File: src/rtl/spi_aes_pkg.sv
// spi_aes_pkg: state encoding, mode constants and width helpers shared by the
// SPI AES slave front-end and its testbench.
package spi_aes_pkg;

   localparam int unsigned MSG_W = 128;

   localparam logic ENCR = 1'b0;
   localparam logic DECR = 1'b1;

   typedef enum logic [2:0] {
      IDLE,
      RX_MSG,
      RX_KEY,
      START,
      WAIT,
      TX,
      DONE
   } state_e;

   function automatic int unsigned keybits(input int unsigned nk);
      return nk * 32;
   endfunction

endpackage

File: src/rtl/spi_aes_shreg.sv
// spi_aes_shreg: W-bit right-shift register with parallel load and serial input.
// The serial output is bit 0 of q; load takes priority over shift.
module spi_aes_shreg #(
   parameter int unsigned W = 128
) (
   input  logic         clk,
   input  logic         rst_n,
   input  logic         load,
   input  logic         shift,
   input  logic         sin,
   input  logic [W-1:0] din,
   output logic [W-1:0] q
);

   logic [W-1:0] data_q, data_d;

   always_comb begin
      data_d = data_q;
      if (load) begin
         data_d = din;
      end else if (shift) begin
         data_d = {sin, data_q[W-1:1]};
      end
   end

   always_ff @(posedge clk) begin
      if (!rst_n) begin
         data_q <= '0;
      end else begin
         data_q <= data_d;
      end
   end

   assign q = data_q;

endmodule

File: src/rtl/spi_aes_slave.sv
// spi_aes_slave: serial front-end that collects block + key, runs the external
// AES core via start/done and streams the result back LSB first.
// Optional key reuse (key_reuse port) is enabled by SPI_AES_KEY_REUSE_EN.
module spi_aes_slave
   import spi_aes_pkg::*;
#(
   parameter int unsigned NK = 4,
   parameter int unsigned NR = NK + 6
) (
   input  logic                   clk,
   input  logic                   rst_n,
   input  logic                   cs_n,
   input  logic                   SIMO,
   input  logic                   mode,
`ifdef SPI_AES_KEY_REUSE_EN
   input  logic                   key_reuse,
`endif
   output logic                   SOMI,
   output logic                   core_start,
   output logic                   core_mode,
   output logic [MSG_W-1:0]       core_msg,
   output logic [keybits(NK)-1:0] core_key,
   input  logic                   core_done,
   input  logic [MSG_W-1:0]       core_result,
   output logic [MSG_W-1:0]       out,
   output logic                   result_valid,
   output logic                   busy,
   output logic                   frame_err
);

   localparam int unsigned KB = keybits(NK);
   localparam int unsigned CW = $clog2(MSG_W + KB);
   localparam logic [CW-1:0] MSG_LAST = CW'(MSG_W - 2);
   localparam logic [CW-1:0] KEY_LAST = CW'(KB - 1);
   localparam logic [CW-1:0] TX_LAST  = CW'(MSG_W - 1);

   if (!(NK == 4 || NK == 6 || NK == 8) || NR < 10 || NR > 14) begin : g_param_check
      $error("spi_aes_slave: NK must be 4, 6 or 8 and NR within 10..14");
   end

   state_e          state_q, state_d;
   logic [CW-1:0]   cnt_q, cnt_d;
   logic            mode_q, mode_d;
   logic [MSG_W-1:0] out_q, out_d;
   logic            start_q, start_d;
   logic            rv_q, rv_d;
   logic            ferr_q, ferr_d;
`ifdef SPI_AES_KEY_REUSE_EN
   logic            reuse_q, reuse_d;
`endif

   logic             msg_shift, key_shift, tx_load, tx_shift;
   logic [MSG_W-1:0] msg_par, tx_par;
   logic [KB-1:0]    key_par;

   spi_aes_shreg #(.W(MSG_W)) u_msg (
      .clk   (clk),
      .rst_n (rst_n),
      .load  (1'b0),
      .shift (msg_shift),
      .sin   (SIMO),
      .din   ('0),
      .q     (msg_par)
   );

   spi_aes_shreg #(.W(KB)) u_key (
      .clk   (clk),
      .rst_n (rst_n),
      .load  (1'b0),
      .shift (key_shift),
      .sin   (SIMO),
      .din   ('0),
      .q     (key_par)
   );

   spi_aes_shreg #(.W(MSG_W)) u_tx (
      .clk   (clk),
      .rst_n (rst_n),
      .load  (tx_load),
      .shift (tx_shift),
      .sin   (1'b0),
      .din   (core_result),
      .q     (tx_par)
   );

   always_comb begin
      state_d   = state_q;
      cnt_d     = cnt_q + CW'(1);
      mode_d    = mode_q;
      out_d     = out_q;
      rv_d      = 1'b0;
      ferr_d    = 1'b0;
      msg_shift = 1'b0;
      key_shift = 1'b0;
      tx_load   = 1'b0;
      tx_shift  = 1'b0;
`ifdef SPI_AES_KEY_REUSE_EN
      reuse_d   = reuse_q;
`endif
      case (state_q)
         IDLE: begin
            cnt_d = '0;
            // The first serial bit arrives together with the frame select edge.
            if (!cs_n) begin
               mode_d    = mode;
`ifdef SPI_AES_KEY_REUSE_EN
               reuse_d   = key_reuse;
`endif
               msg_shift = 1'b1;
               state_d   = RX_MSG;
            end
         end
         RX_MSG: begin
            if (cs_n) begin
               ferr_d  = 1'b1;
               state_d = IDLE;
            end else begin
               msg_shift = 1'b1;
               if (cnt_q == MSG_LAST) begin
`ifdef SPI_AES_KEY_REUSE_EN
                  state_d = reuse_q ? START : RX_KEY;
`else
                  state_d = RX_KEY;
`endif
               end
            end
         end
         RX_KEY: begin
            if (cs_n) begin
               ferr_d  = 1'b1;
               state_d = IDLE;
            end else begin
               key_shift = 1'b1;
               if (cnt_q == KEY_LAST) begin
                  state_d = START;
               end
            end
         end
         START: state_d = WAIT;
         WAIT: begin
            if (core_done) begin
               out_d   = core_result;
               tx_load = 1'b1;
               rv_d    = 1'b1;
               state_d = TX;
            end
         end
         TX: begin
            if (cs_n) begin
               ferr_d  = 1'b1;
               state_d = IDLE;
            end else begin
               tx_shift = 1'b1;
               if (cnt_q == TX_LAST) begin
                  state_d = DONE;
               end
            end
         end
         DONE: begin
            if (cs_n) begin
               state_d = IDLE;
            end
         end
         default: state_d = IDLE;
      endcase
      if (state_d != state_q) begin
         cnt_d = '0;
      end
      start_d = (state_d == START);
   end

   always_ff @(posedge clk) begin
      if (!rst_n) begin
         state_q <= IDLE;
         cnt_q   <= '0;
         mode_q  <= 1'b0;
         out_q   <= '0;
         start_q <= 1'b0;
         rv_q    <= 1'b0;
         ferr_q  <= 1'b0;
`ifdef SPI_AES_KEY_REUSE_EN
         reuse_q <= 1'b0;
`endif
      end else begin
         state_q <= state_d;
         cnt_q   <= cnt_d;
         mode_q  <= mode_d;
         out_q   <= out_d;
         start_q <= start_d;
         rv_q    <= rv_d;
         ferr_q  <= ferr_d;
`ifdef SPI_AES_KEY_REUSE_EN
         reuse_q <= reuse_d;
`endif
      end
   end

   assign SOMI         = (state_q == TX) && tx_par[0];
   assign core_start   = start_q;
   assign core_mode    = mode_q;
   assign core_msg     = msg_par;
   assign core_key     = key_par;
   assign out          = out_q;
   assign result_valid = rv_q;
   assign busy         = (state_q != IDLE);
   assign frame_err    = ferr_q;

endmodule

File: config.mk
export PLATFORM = sky130hd
export DESIGN_NAME = spi_aes_slave
export DESIGN_NICKNAME = d
export VERILOG_FILES = /design/src/rtl/spi_aes_pkg.sv /design/src/rtl/spi_aes_shreg.sv /design/src/rtl/spi_aes_slave.sv
export SDC_FILE = /design/constraint.sdc
export NUM_CORES = 1
export LEC_CHECK = 0
export CORE_MARGIN = 2
export CORE_UTILIZATION = 52
export DETAILED_ROUTE_END_ITERATION = 8
export GPL_TIMING_DRIVEN = 0
export PLACE_DENSITY_LB_ADDON = 0.3
export SETUP_SLACK_MARGIN = 0.15
export SYNTH_ARGS = -nofsm -noshare
export SYNTH_HDL_FRONTEND = slang
export SYNTH_HIERARCHICAL = 1
export SYNTH_SLANG_ARGS = --single-unit
File: constraint.sdc
create_clock -name clk -period 2.5 [get_ports clk]
set_clock_uncertainty 0.15 [all_clocks]
set_input_delay 0.25 -clock clk [delete_from_list [all_inputs] [get_ports clk]]
set_output_delay 0.25 -clock clk [all_outputs]
set_load 0.02 [all_outputs]
==> metrics.yaml <==
outcome: "finished clean"
drt-initial-drc-count: 1270
synthArstFlopShare_pct: 0
die-area_um2: 49300
rows: 79
rsz0062_at_grt: "yes"
crit_slowest_cell: "dlygate4sd3_1"
post_dp_cell_area_um2: 31700
ant_nets: 0
timing.final.crit_share_pct: 92.2
slew_viol_final: 0
critPathTopFamily: "buffers and inverters"
cts_tree: "yes"
top_usage_layer: "met2"
synth_ff_type: "dfxtp_1"
final_cell_mix: "527 x dfxtp_1, 520 x clkdlybuf4s50_1, 385 x o211a_1"
crit_type: "in -> reg"
core_area_um2: 46800
reg2reg_depth: 6
path_cells: "dlygate4sd3_1 -> buf_4 -> or2_1 -> nor3_2 -> buf_6 -> clkbuf_8 -> mux2_2 -> o211a_1"
min_path_type: "in -> reg"
synth_cell_types: 48
start_kind: "input port"
wl_per_cell_um: 18.2
drt_wl_total_um: 70100
syn_area_um2: 24700
fmax_mhz: 434
use_met3_pct: 7.08
cp-end-kind: "flop"
final_area_um2: 33600
synth_warnings: 6
cts_buffers: 55
die_h_um: 222
cts.clk_slew.worst_paths_ns: 0.06
multiInputGateArea_um2: 13800
synth_area_per_cell_um2: 10.5
grtUsageMet2_pct: 47.1
first_pass_iters: 5
clkSinkCount: 527
final_common_cell: "dfxtp_1"
p_per_area_nw_per_um2: 589
slew_headroom_pct: 40.2
grtUsageTotal_pct: 27.2
clock_latency_ns: 0.59
vias: 20300
crit_arrival_ns: 2.64
rr_endpoint: "u_msg/q[55]"
vias_per_cell: 5.28
h-tree-depth: 2
cp_max_fo: 10
startpoint: "cs_n"
grt_pass1_vias: 20500
worst_pin_slew_ns: 0.890
drc_errors: 0
fillers: 3356
io_buffers: 522
holdPathEnd: "out[87]"
synth-seq-cells: 527
layout-drive-gt1-share_pct: 19.0
met1_usage_pct: 31.7
drv_cap: 0
synth-seq-area-share_pct: 42.7
hpwl_um: 51500
fin_ws_ns: 0.195
r2r_slack_ns: 0.25
synth_edf_count: 0
vdd_drop_max_mv: 0.482
synthCells: 2353
die_width_um: 222
worstReg2RegStart: "state_q[2]"
path_buf_inv: 4
cts-root-buf: "clkbuf_16"
grt_first_pass_wirelength_um: 109000
final_nets: 3333
syn2layout_area_growth_pct: 35.8
grt_antenna_before_repair: 5
whs_path_depth: 3
clk_path_buf_depth: 3
gp_congestion: 0.878
initial_core_util_pct: 52.9
seq_area_um2: 10600
final.min_clock_period_ns: 2.30
min-delay-start: "core_result[87]"
grt_max_degree: 15
grt_overflow: 0
finalHoldViolCount: 0
leakage_nw: 16.3
setup_viol_count_final: 0
pre_cts_ws_ns: -0.656
cpPeakStageDelay_ns: 0.57
crit_required_ns: 2.83
num_io_pins: 524
==> routing by layer <==
metal / wire length (um) / up-vias / share of wire [%]
met5: 13 / - / 0.019
met1: 28300 / 9817 / 40
met2: 34200 / 573 / 49
met3: 4820 / 159 / 6.9
li1: - / 9785 / -
met4: 2670 / 2 / 3.8
==> worst reg2reg max path, stage by stage, from the launching register on <==
cell,delay [ns]
dfxtp_1,0.37
clkbuf_8,0.19
nor3_1,0.40
buf_6,0.27
clkbuf_8,0.22
mux2_2,0.34
o211a_1,0.21
==> cell usage after synthesis, types with 3 or more instances <==
library cell	count	area, um2
dfxtp_1	527	10600
o211a_1	385	3850
mux2_2	384	4320
nand2_1	259	972
nand2b_1	240	1500
or2b_1	144	1080
a21oi_1	131	656
clkbuf_1	94	353
buf_2	72	360
clkbuf_8	25	344
buf_6	19	214
nor3_1	14	70.1
nor2_1	7	26.3
nand3_1	5	25.0
xnor2_1	4	35.0
buf_1	3	11.3
inv_1	3	11.3
==> kinds of logic after synthesis <==
kind of cell	synth area share, %
adder cells (fa/ha/maj)	0.101
AND/OR/NAND/NOR	15.3
multiplexers	17.5
flip-flops	42.7
buffers and inverters	5.34
other	0.0152
XOR/XNOR	0.213
AO/OA/AOI/OAI	18.8
==> cell type report <==
type / instances / area share (%)
clock buffer: 85 / 5.07
antenna: 4 / 0.0298
timing repair buffer: 524 / 15.6
sequential: 527 / 31.4
clock inverter: 14 / 0.395
inverter: 6 / 0.0671
multi-input combinational: 1869 / 41.2
tap: 607 / 2.26
buffer: 214 / 3.94
==> per-stage QoR <==
stage	power, mW	setup TNS (ns)	std cells	hold slack (ns)	util [%]
after floorplan	10.5	0	2617	0.233	-
after global placement	11.6	-90.96	3746	0.291	67.8
after detailed placement	11.6	-109.94	3746	0.297	67.8
after CTS	19.8	0	3847	0.0548	71.8
after global routing	20.4	0	3849	0.0851	71.8
final	19.8	0	3850	0.0797	71.8
==> repair_timing <==
action | CTS | global route
hold buffers | 1 | 0
pin swaps | 1 | 0
resized for setup | 11 | 16
endpoints found under the hold margin | 4 | 0
setup buffers | 1 | 0
endpoints found under the setup margin | 321 | 171
==> flip-flops by register name, summed over array words and instances, names as in the netlist <==
register / cells
out: 128
u_key/q: 128
u_msg/q: 128
u_tx/q: 128
cnt_q: 8
state_q: 3
core_mode: 1
core_start: 1
frame_err: 1
result_valid: 1
==> power by group <==
group	internal, mW	switching, mW
clock network	4.86	3.36
logic	1.34	1.27
registers	8.71	0.231
==> worst max path at each step <==
stage                              to  cells after the start  slack [ns]
final                     u_key/q[61]                      8        0.20
after global routing      u_key/q[56]                      8        0.14
after CTS                        busy                      3        0.16
after detailed placement  u_tx/q[111]                      8       -0.66
after global placement    u_tx/q[117]                      8       -0.63
after floorplan            u_tx/q[69]                      8        0.42
No activity file was read; power rests on OpenSTA's default activity.
